`config.mk`:
```
export PLATFORM = sky130hd
export DESIGN_NAME = memoria_master
export DESIGN_NICKNAME = d
export VERILOG_FILES = /design/src/rtl/memoria_pkg.sv /design/src/rtl/memoria_master.sv
export SDC_FILE = /design/constraint.sdc
export NUM_CORES = 1
export LEC_CHECK = 0
export BUFFER_PORTS_ARGS = -buffer_cell sky130_fd_sc_hd__buf_2
export CAP_MARGIN = 10
export CORE_AREA = 3 3 66 68
export DETAILED_ROUTE_END_ITERATION = 6
export DIE_AREA = 0 0 69 71
export GPL_ROUTABILITY_DRIVEN = 0
export PLACE_DENSITY = 0.76
export SYNTH_ARGS = -nofsm -noshare
export SYNTH_HDL_FRONTEND = slang
export SYNTH_SLANG_ARGS = --single-unit
```
`constraint.sdc`:
```
create_clock -name clk -period 3.55 [get_ports clk]
set_input_delay 0.355 -clock clk [delete_from_list [all_inputs] [get_ports clk]]
set_output_delay 0.355 -clock clk [all_outputs]
set_load 0.05 [all_outputs]
```
`src/rtl/memoria_pkg.sv`:
```
// Shared defaults and FSM encoding for the memoria command master.
package memoria_pkg;
   localparam int AW_DEF = 5;
   localparam int DW_DEF = 14;

   typedef enum logic [1:0] {
      IDLE    = 2'd0,
      ISSUE   = 2'd1,
      CAPTURE = 2'd2,
      DONE    = 2'd3
   } state_t;
endpackage

```
`src/rtl/memoria_master.sv`:
```
// Command master driving a single-port memoria array, one beat at a time.
// Define MEMORIA_MASTER_BURST_EN to add req_len and 1-4 beat commands.
module memoria_master
   import memoria_pkg::*;
#(
   parameter int AW = AW_DEF,
   parameter int DW = DW_DEF
) (
   input  logic          clk,
   input  logic          rst_n,
   input  logic          req_valid,
   output logic          req_ready,
   input  logic          req_wr,
   input  logic [AW-1:0] req_addr,
   input  logic [DW-1:0] req_data,
`ifdef MEMORIA_MASTER_BURST_EN
   input  logic [1:0]    req_len,
`endif
   output logic          rsp_valid,
   output logic [DW-1:0] rsp_data,
   output logic [AW-1:0] rsp_addr,
   output logic          done,
   output logic          mem_en,
   output logic          mem_wr,
   output logic [AW-1:0] mem_address,
   output logic [DW-1:0] mem_datain,
   input  logic [DW-1:0] mem_dataout
);

   state_t        r_state;
   state_t        w_next;
   logic          r_wr;
   logic [AW-1:0] r_addr;
   logic [DW-1:0] r_data;
   logic [1:0]    r_cnt;
   logic          r_rsp_valid;
   logic [DW-1:0] r_rsp_data;
   logic [AW-1:0] r_rsp_addr;
   logic [1:0]    w_len;
   logic          w_last;
   logic          w_accept;
   logic          w_step;

`ifdef MEMORIA_MASTER_BURST_EN
   assign w_len = req_len;
`else
   assign w_len = 2'd0;
`endif

   assign w_last   = (r_cnt == 2'd0);
   assign w_accept = req_valid & req_ready;
   // Advance to the next beat after a write issue or a read capture.
   assign w_step   = !w_last &&
                     ((r_state == ISSUE && r_wr) ||
                      (r_state == CAPTURE));

   always_ff @(posedge clk or negedge rst_n) begin
      if (!rst_n) begin
         r_state <= IDLE;
      end else begin
         r_state <= w_next;
      end
   end

   always_comb begin
      w_next    = r_state;
      req_ready = 1'b0;
      mem_en    = 1'b0;
      mem_wr    = 1'b0;
      done      = 1'b0;
      unique case (r_state)
         IDLE: begin
            req_ready = 1'b1;
            if (req_valid) w_next = ISSUE;
         end
         ISSUE: begin
            mem_en = 1'b1;
            mem_wr = r_wr;
            if (!r_wr)       w_next = CAPTURE;
            else if (w_last) w_next = DONE;
         end
         CAPTURE: begin
            w_next = w_last ? DONE : ISSUE;
         end
         DONE: begin
            done   = 1'b1;
            w_next = IDLE;
         end
      endcase
   end

   always_ff @(posedge clk or negedge rst_n) begin
      if (!rst_n) begin
         r_wr        <= 1'b0;
         r_addr      <= '0;
         r_data      <= '0;
         r_cnt       <= 2'd0;
         r_rsp_valid <= 1'b0;
         r_rsp_data  <= '0;
         r_rsp_addr  <= '0;
      end else begin
         r_rsp_valid <= 1'b0;
         if (w_accept) begin
            r_wr   <= req_wr;
            r_addr <= req_addr;
            r_data <= req_data;
            r_cnt  <= w_len;
         end
         if (w_step) begin
            r_addr <= r_addr + 1'b1;
            r_cnt  <= r_cnt - 1'b1;
         end
         if (r_state == CAPTURE) begin
            r_rsp_valid <= 1'b1;
            r_rsp_data  <= mem_dataout;
            r_rsp_addr  <= r_addr;
         end
      end
   end

   assign rsp_valid   = r_rsp_valid;
   assign rsp_data    = r_rsp_data;
   assign rsp_addr    = r_rsp_addr;
   assign mem_address = r_addr;
   assign mem_datain  = r_data;

endmodule

```
After elaboration in Yosys (flattened, before gate mapping)
Cells that the tools add are included.
- register bits after elaboration: 44
- input bits: 37
- output and inout port bits: 43
- logic and storage cells: 38
- add/sub/neg operators: 2
- eq/ne operators: 5
- muxes and demuxes: 14
- bitwise gates (word level): 1
- reductions and logical operators: 8
- operators by type and width (cell ; count):
    2-to-1 mux 2 bit ; 6
    2-to-1 mux 5 bit ; 2
    case mux 2 bit (4 select lines) ; 1
    adder 5 x 1 -> 5 bit, second input constant ; 1
    2-to-1 mux 1 bit ; 5
    == test 2 bit, second input constant ; 2
    logical NOT 2 bit ; 2
    inequality test 3 bit, second input constant ; 1
    == test 2 x 1 -> 1 bit, second input constant ; 1
    logical AND 1 bit ; 2
    inequality test 2 bit, second input constant ; 1
    AND reduction 2 bit ; 1
    nonzero test 2 bit ; 1
    subtractor 2 x 1 -> 2 bit, second input constant ; 1
    AND 1 bit ; 1
    logical NOT 1 bit ; 1
    logical OR 1 bit ; 1

Logic depth before layout (Yosys ltp)
- depth after elaboration: 5
- mapped depth: 6
- gate-level depth less buffers: 5

Worst setup path after synthesis
Ideal clock, no wire load.
- kind: reg2reg
- start point: reg r_state[0]
- end point: reg r_addr[1] (netlist: mem_address[1])
- setup time: 125 ps
- arrival: 1392 ps
- data required time: 3425 ps
- path slack: 2033 ps
- cell stages (with the launch flop): 6
- path buffers: 2
- period minus slack after synthesis: 1517 ps
- cell sequence: dfrtp_1 -> buf_6 -> and3b_1 -> buf_2 -> o21ai_2 -> mux2_2
- word-level cells in the longest chain between the ends: 5
- elaborated cells on any way between the ends: 10
- classes of those cells: eq/ne: 2; mux: 2; bitwise: 1; reduce/logical: 5
- ends and longest elaborated chain (what ; RTL line ; source):
    start: declaration ; memoria_master.sv:30 ; state_t r_state;
    start signal: assignment ; memoria_master.sv:61 ; r_state <= w_next;
    == test 2 x 1 -> 1 bit ; memoria_master.sv:54 ; ((r_state == ISSUE && r_wr) ||
    logical AND 1 bit ; memoria_master.sv:54 ;
    logical OR 1 bit ; memoria_master.sv:54 ;
    logical AND 1 bit ; memoria_master.sv:53 ; assign w_step = !w_last &&
    2-to-1 mux 5 bit or nonzero test 2 bit (tied branches) ; - ;
    end signal: assignment ; memoria_master.sv:105 ; r_addr <= req_addr;
    end signal: assignment ; memoria_master.sv:110 ; r_addr <= r_addr + 1'b1;
    end: declaration ; memoria_master.sv:33 ; logic [AW-1:0] r_addr;
Parallel ways exist; a longest one is shown, timed or not.
A chain may end at the register's enable or synchronous reset.

Final worst setup path
- start point: reg r_state[0]
- end point: out mem_wr
- word-level cells in the longest chain between the ends: 2
- ends and longest elaborated chain (what ; RTL line ; source):
    == test 2 x 1 -> 1 bit ; memoria_master.sv:71 ; unique case (r_state)
    2-to-1 mux 1 bit ; memoria_master.sv:71 ;
    end: declaration ; memoria_master.sv:24 ; output logic mem_wr,
No other way between the ends.

==> results.md <==
- Unrepaired setup endpoints after global routing: no
- Post CTS Setup Buffer Count: 0
- Sequential cell area: 1100 um^2
- Floorplan die area: 4900 um^2
- Top cell types by occurrence after synthesis: sky130_fd_sc_hd__nand2_1 (49), sky130_fd_sc_hd__dfrtp_1 (44), sky130_fd_sc_hd__mux2_2 (20)
- Fin worst setup slack: 1.69 ns
- Post-Synthesis Mean Instance Area: 11.2 um^2
- Count of placed standard cells including taps: 286
- DRC errors left: 0
- Cell area after technology mapping: 1880 um^2
- Count of placed standard cells in the final layout, fillers left out: 292
- Area leader, netlist: sky130_fd_sc_hd__dfrtp_1
- Number of antenna violations at the first check in global routing: 0
- Slowest CP cell: sky130_fd_sc_hd__dfrtp_1
- Period utilization: 52.4%
- Antenna violation net count after detailed routing: 0
- Setup-violating endpoint count in the final report: 0
- Via count of the first global-routing pass: 1397
- Clock tree from TritonCTS: built
- Min Tclk post-route: 1.86 ns
- Total gr overflow: 0
- Largest cells by area after synthesis: sky130_fd_sc_hd__dfrtp_1 (59%), sky130_fd_sc_hd__mux2_2 (12%), sky130_fd_sc_hd__nand2_1 (9.8%)
- Number of flops mapped to enable cells by yosys: 0
- Number of input and output port buffers inserted: 79
- Detailed-route wire length per cell: 13.4 um
- Outcome: complete, no violations
- Worst R2R Start: r_state[1]
- Number of register bits inferred by synthesis: 44
- Filler cell count: 354
- # H-tree levels: 2
- Part of the Yosys area used for sequential elements: 58.7%
- Count of buffering cells on the critical path with inverters included: 1
- Slowest Stage Delay on Critical Path: 0.51 ns
- Count of endpoints failing hold in the final timing report: 0
- Max clock buf depth: 2
- Final setup TNS: 0 ns
- Origin of the worst setup path: r_state[0]
- Multi-input combinational cell area: 687 um^2
- Pin count of the biggest net entering global routing: 45
- Critical path, cell by cell: and3b_1 > buf_2
- Total Routed Length: 3.90 mm
- Cell with the most instances after synthesis: sky130_fd_sc_hd__nand2_1
- DIE HEIGHT: 71 um
- Core outline area: 3910 um^2
- Yosys top cell area share: 58.7%
- Cell family contributing the most delay on the critical path: flip-flops
- Die extent in x: 69 um
- Pre-CTS setup slack: 1.76 ns
- Primary flip-flop cell chosen by synthesis mapping: sky130_fd_sc_hd__dfrtp_1
- Clock latency on the worst-skew pair: 0.29 ns
- Critical Path Fanout Max: 10
- Yosys warns: 0
- Max Cap Viol: 0
- Startpoint kind of the worst setup timing path: flip-flop
- Req. time, crit path: 3.19 ns
- Relative area change from synthesis to final layout: 26.7%
- Number of ports placed on the die boundary: 80
- Clock transition at the registers of the reported paths: 0.07 ns
- Post-CTS sizing: 0
- Total Nets Final: 282
- Final-layout worst hold slack: 0.195 ns
- Tot GR Track Use: 16.7%
- Synthesized instance count: 167
- Async S/R FF share, synth: 100%
- Number of slew-limit violations in the final report: 0
- Vias per cell: 4.93
- Netlist cell types: 27
- Hold Crit Class: in -> async
- Start-to-end type of the worst setup path: reg -> out
- Initial core utilization: 48.0%
- First-pass iteration count of the detailed router: 4
- Worst slew margin relative to its limit: 38.6%
- Number of sinks driven by the clock tree: 44
- Worst setup EP type: primary output
- Number of rows in the core area: 23
- Root buffer cell: sky130_fd_sc_hd__clkbuf_8
- Final Skew: 0.00446 ns
- Post-detail-place hpwl: 2.84 mm
- Num CTS Buffers: 5
- First-pass GRT wire length: 6.43 mm
- Mapped Nets: 206
- Count of inserted antenna diode cells: 0
- Fmax: 537 MHz
- Share of post-route cells with drive strength above 1: 45.5%
- Transition time at the pin with the least slew margin: 0.921 ns
- Critical Path AT: 1.51 ns
- Vias after detailed routing: 1439
- Number of hold-repair buffers added at the cts stage: 0
- DRT iter0 DRCs: 59
per-stage QoR:
step / instance area [um^2] / util, %
after global placement: 2280 / 58.2
after floorplan: 1880 / -
after CTS: 2380 / 60.8
after global routing: 2380 / 60.8
after detailed placement: 2280 / 58.2
final: 2380 / 60.8
cell families after synthesis:
logic type,count (synthesis),synth area share [%]
simple gates,70,17.1
flops,44,58.7
mux,21,12.6
buf+inv,17,5.13
compound gates,13,5.13
fa+ha+maj,2,1.33
path summary, 6_finish.rpt:
check,depth (start not counted),end,slack (ns)
worst max-delay path,2,mem_wr,1.69
worst min-delay path,1,mem_datain[4],0.19
worst max register to register,4,mem_address[1],1.74
worst min register to register,2,mem_datain[8],0.47
max in group asynchronous,1,rsp_data[13],2.77
min in group clk,3,mem_datain[2],0.25
state kept, by name, summed over array words and instances, names as in the netlist:
| signal | count |
|---|---|
| mem_address | 5 |
| mem_datain | 14 |
| r_cnt | 2 |
| r_state | 2 |
| r_wr | 1 |
| rsp_addr | 5 |
| rsp_data | 14 |
| rsp_valid | 1 |
final cells by class:
class	instances	share of cell area, %
clock buffers	5	2.89
multi-input cells	106	28.9
repair buffers	81	17.3
well taps	50	2.63
inverters	5	0.789
clock inverters	1	1.26
flip-flops and latches	44	46.3
routing by layer:
metal | part of all wire (%) | global-route usage [%] | wire [um] | vias up
li1 | - | - | - | 707
met1 | 41 | 19.1 | 1620 | 677
met2 | 51 | 29.3 | 1990 | 48
met3 | 6.1 | 5.40 | 237 | 7
met4 | 1.4 | 5.86 | 53 | 0
met5 | 0 | 0 | 0 | -
placed cells by master (no fill, tap or decap), types with 2 or more instances in the layout:
cell type and count:
sky130_fd_sc_hd__buf_2 79, sky130_fd_sc_hd__nand2_1 49, sky130_fd_sc_hd__dfrtp_1 44, sky130_fd_sc_hd__mux2_2 20, sky130_fd_sc_hd__nand4_1 9, sky130_fd_sc_hd__inv_1 5, sky130_fd_sc_hd__clkbuf_8 5, sky130_fd_sc_hd__o21ai_0 4
sky130_fd_sc_hd__a211o_1 3, sky130_fd_sc_hd__o2111ai_1 3, sky130_fd_sc_hd__nor2_1 2, sky130_fd_sc_hd__or3b_1 2, sky130_fd_sc_hd__nand3_1 2, sky130_fd_sc_hd__ha_1 2, sky130_fd_sc_hd__buf_4 2
Power is not shown: default switching activity piles up to over one toggle a cycle in this logic, so the estimate is an artifact.
